[src/rtl/conv_encoder_serial_if.sv]
// Handshake and data bundle between a block source and the serial convolutional encoder.
interface conv_encoder_serial_if #(
  parameter int N_BITS = 192
);
  logic                  start;
  logic [N_BITS-1:0]     m_text;
  logic [2*N_BITS-1:0]   encoder;
  logic                  done;
  logic                  busy;

  modport master (output start, m_text, input encoder, done, busy);
  modport slave  (input start, m_text, output encoder, done, busy);
endinterface

[src/rtl/conv_encoder_serial.sv]
// Rate-1/2, constraint-length-7 convolutional encoder that serialises one message bit per clock
// and publishes the whole code word at once when the block completes.
module conv_encoder_serial #(
  parameter int         N_BITS = 192,
  parameter logic [6:0] G0     = 7'o133,
  parameter logic [6:0] G1     = 7'o171
) (
  input  logic                 clk,
  input  logic                 reset,
  conv_encoder_serial_if.slave bus
);

  localparam int CW = $clog2(N_BITS + 1);

  localparam logic [1:0] IDLE = 2'd0;
  localparam logic [1:0] RUN  = 2'd1;
  localparam logic [1:0] DONE = 2'd2;

  logic [1:0]          state;
  logic [N_BITS-1:0]   msg;
  logic [5:0]          hist;
  logic [CW-1:0]       cnt;
  logic [2*N_BITS-1:0] cw_buf;
  logic [2*N_BITS-1:0] cw_next;
  logic [6:0]          win;
  logic                bit_a;
  logic                bit_b;

  function automatic logic tap_xor(input logic [6:0] g, input logic [6:0] w);
    return ^(g & w);
  endfunction

  // win[6] is the current bit, win[6-i] the bit i steps back; msg shifts right so msg[0] is current.
  always_comb begin
    win     = {msg[0], hist};
    bit_a   = tap_xor(G0, win);
    bit_b   = tap_xor(G1, win);
    cw_next = {bit_a, bit_b, cw_buf[2*N_BITS-1:2]};
  end

  always_ff @(posedge clk or negedge reset) begin
    if (!reset) begin
      state       <= IDLE;
      msg         <= '0;
      hist        <= '0;
      cnt         <= '0;
      cw_buf      <= '0;
      bus.encoder <= '0;
      bus.done    <= 1'b0;
      bus.busy    <= 1'b0;
    end else begin
      case (state)
        IDLE: begin
          bus.done <= 1'b0;
          if (bus.start) begin
            msg      <= bus.m_text;
            hist     <= '0;
            cnt      <= '0;
            cw_buf   <= '0;
            bus.busy <= 1'b1;
            state    <= RUN;
          end
        end
        RUN: begin
          msg    <= msg >> 1;
          hist   <= {win[6], hist[5:1]};
          cw_buf <= cw_next;
          // Pairs enter at the top and shift down, so after N_BITS steps pair k sits at [2k+1:2k].
          if (cnt == CW'(N_BITS - 1)) begin
            bus.encoder <= cw_next;
            bus.done    <= 1'b1;
            state       <= DONE;
          end else begin
            cnt <= cnt + CW'(1);
          end
        end
        DONE: begin
          bus.done <= 1'b0;
          bus.busy <= 1'b0;
          state    <= IDLE;
        end
        default: state <= IDLE;
      endcase
    end
  end

endmodule

[src/flat_wrapper.sv]
// flat-port wrapper written by rule: the top's interface ports become plain ports
module conv_encoder_serial_flat 
#(
  parameter int         N_BITS = 192,
  parameter logic [6:0] G0     = 7'o133,
  parameter logic [6:0] G1     = 7'o171
)
  (clk, reset, bus_start, bus_m_text, bus_encoder, bus_done, bus_busy);
  conv_encoder_serial_if #(.N_BITS(N_BITS)) bus_i ();
  input  logic clk;
  input  logic reset;
  input wire logic [$bits(bus_i.start)-1:0] bus_start;
  input wire logic [$bits(bus_i.m_text)-1:0] bus_m_text;
  output wire logic [$bits(bus_i.encoder)-1:0] bus_encoder;
  output wire logic [$bits(bus_i.done)-1:0] bus_done;
  output wire logic [$bits(bus_i.busy)-1:0] bus_busy;
  assign bus_i.start = bus_start;
  assign bus_i.m_text = bus_m_text;
  assign bus_encoder = bus_i.encoder;
  assign bus_done = bus_i.done;
  assign bus_busy = bus_i.busy;
  conv_encoder_serial #(.N_BITS(N_BITS), .G0(G0), .G1(G1)) u_core (.clk(clk), .reset(reset), .bus(bus_i));
endmodule
[config.mk]
export PLATFORM = sky130hd
export DESIGN_NAME = conv_encoder_serial_flat
export DESIGN_NICKNAME = d
export VERILOG_FILES = /design/src/rtl/conv_encoder_serial_if.sv /design/src/rtl/conv_encoder_serial.sv /design/src/flat_wrapper.sv
export SDC_FILE = /design/constraint.sdc
export NUM_CORES = 1
export LEC_CHECK = 0
export CAP_MARGIN = 25
export CORE_UTILIZATION = 57
export DETAILED_ROUTE_END_ITERATION = 10
export DONT_BUFFER_PORTS = 1
export MAX_ROUTING_LAYER = met4
export PLACE_DENSITY = 0.75
export SYNTH_ARGS = -nofsm -noshare
export SYNTH_HDL_FRONTEND = slang
export SYNTH_SLANG_ARGS = --single-unit
[constraint.sdc]
create_clock -name clk -period 1.8 [get_ports clk]
set_input_delay 0.36 -clock clk [delete_from_list [all_inputs] [get_ports clk]]
set_output_delay 0.36 -clock clk [all_outputs]
set_load 0.02 [all_outputs]
==> impl_metrics.sql, run 1 <==
INSERT INTO impl_metrics (metric_group, metric, value, unit) VALUES
('critical_path', 'setup.worst_path.end_class', 'async pin', ''),
('sta', 'final.period_utilization', '230.6', '%'),
('synth', 'yosysMostFrequentCell', 'sky130_fd_sc_hd__dfrtp_1', ''),
('final_layout', 'finalNetCount', '3216', ''),
('cts', 'clk_pin_slew_worst_paths', '0.07', 'ns'),
('floorplan', 'ios', '581', ''),
('sta', 'timing.fmax', '0.2410', 'GHz'),
('flow_run', 'drv.max_cap_violation_count', '0', ''),
('critical_path', 'setup.worst_path.start', 'reset', ''),
('global_routing', 'groute.usage.overall', '30.67', '%'),
('route', 'via_per_inst', '6.457', ''),
('sta', 'report.final.slew_viol_count', '921', ''),
('floorplan', 'die_y', '255.8', 'um'),
('critical_path', 'cp.required', '1.04', 'ns'),
('power_and_ir_drop', 'cellLeakagePower', '21.87', 'nW'),
('critical_path', 'r2r-start', 'u_core.cnt[1]', ''),
('synth', 'synthesis.instances', '2785', ''),
('worst_hold_path', 'worst_hold_path_type', 'in2async', ''),
('synth', 'synth_async_sr_flop_share', '100.0', '%'),
('route', 'dr.pass1.iters', '7', ''),
('sta', 'timing.final.setup_violations', '1149', ''),
('place', 'place_inst', '3516', ''),
('cts', 'hold_buffers', '192', ''),
('synth', 'commonest_cells_post_synth', 'sky130_fd_sc_hd__dfrtp_1, sky130_fd_sc_hd__a22o_1, sky130_fd_sc_hd__nand2_1, sky130_fd_sc_hd__mux2_2, sky130_fd_sc_hd__nor2_1', ''),
('global_routing', 'grt_pass1_wl', '152300', 'um'),
('critical_path', 'logic_depth_of_the_worst_register_to_register_path', '8', ''),
('sta', 'hold_viol_final', '173', ''),
('sta', 'postLayoutSetupSlackWorst', '-2.350', 'ns'),
('power_and_ir_drop', 'clock_power_share', '38.2', '%'),
('cts', 'htreeDepth', '3', ''),
('route', 'detailroute.via_count', '25530', ''),
('run_status', 'violations', 'hold timing, slew limit, setup timing', ''),
('sta', 'setup-tns-final', '-1294.77', 'ns'),
('critical_path', 'worst-setup-path-type', 'in2async', ''),
('critical_path', 'worst-r2r-setup-slack', '-0.17', 'ns'),
('power_and_ir_drop', 'netSwitchingFraction', '26.46', '%'),
('cts', 'cts_sinks', '976', ''),
('place', 'place_hpwl', '55290', 'um'),
('route', 'wirelength', '105700', 'um'),
('synth', 'synthFlopType', 'sky130_fd_sc_hd__dfrtp_1', ''),
('global_routing', 'grt_remaining_overflow', '0', ''),
('sta', 'layout_min_cycle_time', '4.150', 'ns'),
('synth', 'portion_of_the_post_synthesis_area_used_by_sequential_elements', '66.50', '%'),
('route', 'ant_nets', '0', ''),
('cts', 'ctsRootBufferMaster', 'sky130_fd_sc_hd__clkbuf_16', ''),
('global_routing', 'grt_start_max_net_pins', '977', ''),
('cts', 'cts_tree', 'yes', ''),
('critical_path', 'worstPathArrival', '3.39', 'ns'),
('place', 'routabilityCongestion', '0.9226', ''),
('run_status', 'status', 'finished, violations left', ''),
('sta', 'worst_clock_skew', '0.04728', 'ns'),
('power_and_ir_drop', 'combinationalPowerShare', '11.0', '%'),
('power_and_ir_drop', 'seq_power_share', '50.8', '%'),
('sta', 'unrepaired_setup_endpoints_after_global_routing', 'true', ''),
('synth', 'synth_top_area_share', '66.50', '%'),
('floorplan', 'die_x', '255.8', 'um'),
('critical_path', 'crit_path_max_fanout', '976', ''),
('synth', 'synthDistinctLibCells', '29', ''),
('final_layout', 'layout_cells_excl_fill', '3954', ''),
('synth', 'yosysWarnings', '0', ''),
('sta', 'max_slew.worst_pin.slew', '6.072', 'ns'),
('floorplan', 'placeableCoreArea', '63310', 'um^2'),
('global_routing', 'grt_pass1_vias', '25430', ''),
('critical_path', 'rr_endpoint', 'u_core.bus.encoder[32]', ''),
('sta', 'fin_worst_hold_slack', '-0.5954', 'ns'),
('power_and_ir_drop', 'p_sw', '0.01493', 'W'),
('synth', 'netlist_top_cells_area', 'sky130_fd_sc_hd__dfrtp_1, sky130_fd_sc_hd__mux2_2, sky130_fd_sc_hd__a22o_1', ''),
('floorplan', 'rows', '92', ''),
('sta', 'slew_headroom', '-304.8', '%'),
('route', 'drt_first_iter_violations', '2830', ''),
('synth', 'syn-num-nets', '2981', '');
per-layer routing:
| metal | share of wire, % | global-route usage (%) |
|---|---|---|
| met3 | 9.3 | 9.606 |
| met5 | 0 | - |
| met2 | 49 | 47.11 |
| met1 | 36 | 36.30 |
| met4 | 6.1 | 16.35 |
power groups by stage:
stage / sequential (W) / combinational [W] / clock (W)
6_report: 0.0287 / 0.00622 / 0.0216
5_1_grt: 0.0289 / 0.00684 / 0.0226
4_1_cts: 0.0282 / 0.00560 / 0.0216
3_5_place_dp: 0.0286 / 0.00512 / 0
3_3_place_gp: 0.0284 / 0.00484 / 0
2_1_floorplan: 0.0276 / 0.00407 / 0
stage by stage:
stage | util (%) | cell area (um^2) | power (W) | setup WS (ns) | hold slack (ns)
detailed placement | 60.19 | 38110 | 0.03368 | -0.2536 | 0.08266
global placement | 60.19 | 38110 | 0.03322 | -0.2393 | 0.08188
CTS | 69.90 | 44260 | 0.05544 | -0.1576 | -0.6140
floorplan | - | 36820 | 0.03171 | -0.01985 | 0.06441
finish | 71.61 | 45330 | 0.05644 | -2.350 | -0.5954
global route | 71.61 | 45330 | 0.05831 | -0.2298 | -0.6384
layout by cell type (no fill, tap or decap), drive strengths merged, types with 8 or more instances in the layout:
cell / n
buf: 144
diode: 8
bufinv: 14
inv: 8
clkbuf: 148
a21oi: 8
nor2: 194
mux2: 385
dlygate4sd3: 192
dfrtp: 976
a22o: 390
clkinvlp: 8
nand2: 388
a31oi: 191
clkinv: 20
sequential cells by signal (all words and copies together) (netlist names):
name / count
u_core.cw_buf: 382
u_core.cnt: 8
u_core.bus.busy: 1
u_core.msg: 192
u_core.hist: 6
u_core.bus.encoder: 384
u_core.bus.done: 1
u_core.state: 2
repair_timing:
| action | CTS | global route |
|---|---|---|
| resized for setup | 86 | 138 |
| setup endpoints to repair | 373 | 560 |
| setup buffers | 13 | 27 |
| gates cloned | 12 | 19 |
| endpoints found under the hold margin | 1169 | 976 |
| pin swaps | 1 | 4 |
how the worst max path moves through the flow:
| stage | endpoint | cells after the start |
|---|---|---|
| 6_report | u_core.bus.encoder[334] | 0 |
| 3_5_place_dp | u_core.bus.encoder[109] | 6 |
| 2_1_floorplan | u_core.bus.encoder[35] | 6 |
| 5_1_grt | u_core.bus.encoder[32] | 8 |
| 3_3_place_gp | u_core.bus.encoder[206] | 6 |
| 4_1_cts | u_core.bus.encoder[170] | 7 |
layout make-up:
cell class,instances,area [um^2]
flip-flops and latches,976,24420
fillers,3676,17980
multi-input cells,1589,12050
repair buffers,354,4350
clock buffers,131,2734
well taps,846,1059
clock inverters,45,673.1
inverters,5,21.27
diodes,8,20.02
kinds of logic after synthesis:
group / synth area share [%]
and+or+nand+nor: 6.201
AOI/OAI and AO/OA: 12.92
muxes: 11.80
buffers and inverters: 2.422
xor gates and xnor gates: 0.1192
DFF: 66.50
adders and majority gates: 0.03406
No activity file was read; power rests on OpenSTA's default activity.
==> run 2: changes to the inputs <==
--- a/config.mk
+++ b/config.mk
@@ -5,7 +5,6 @@
 export SDC_FILE = /design/constraint.sdc
 export NUM_CORES = 1
 export LEC_CHECK = 0
-export CAP_MARGIN = 25
 export CORE_UTILIZATION = 57
 export DETAILED_ROUTE_END_ITERATION = 10
 export DONT_BUFFER_PORTS = 1
==> results of run 2 <==
Same layout as run 1: the final DEF is identical, and so are final timing and power.
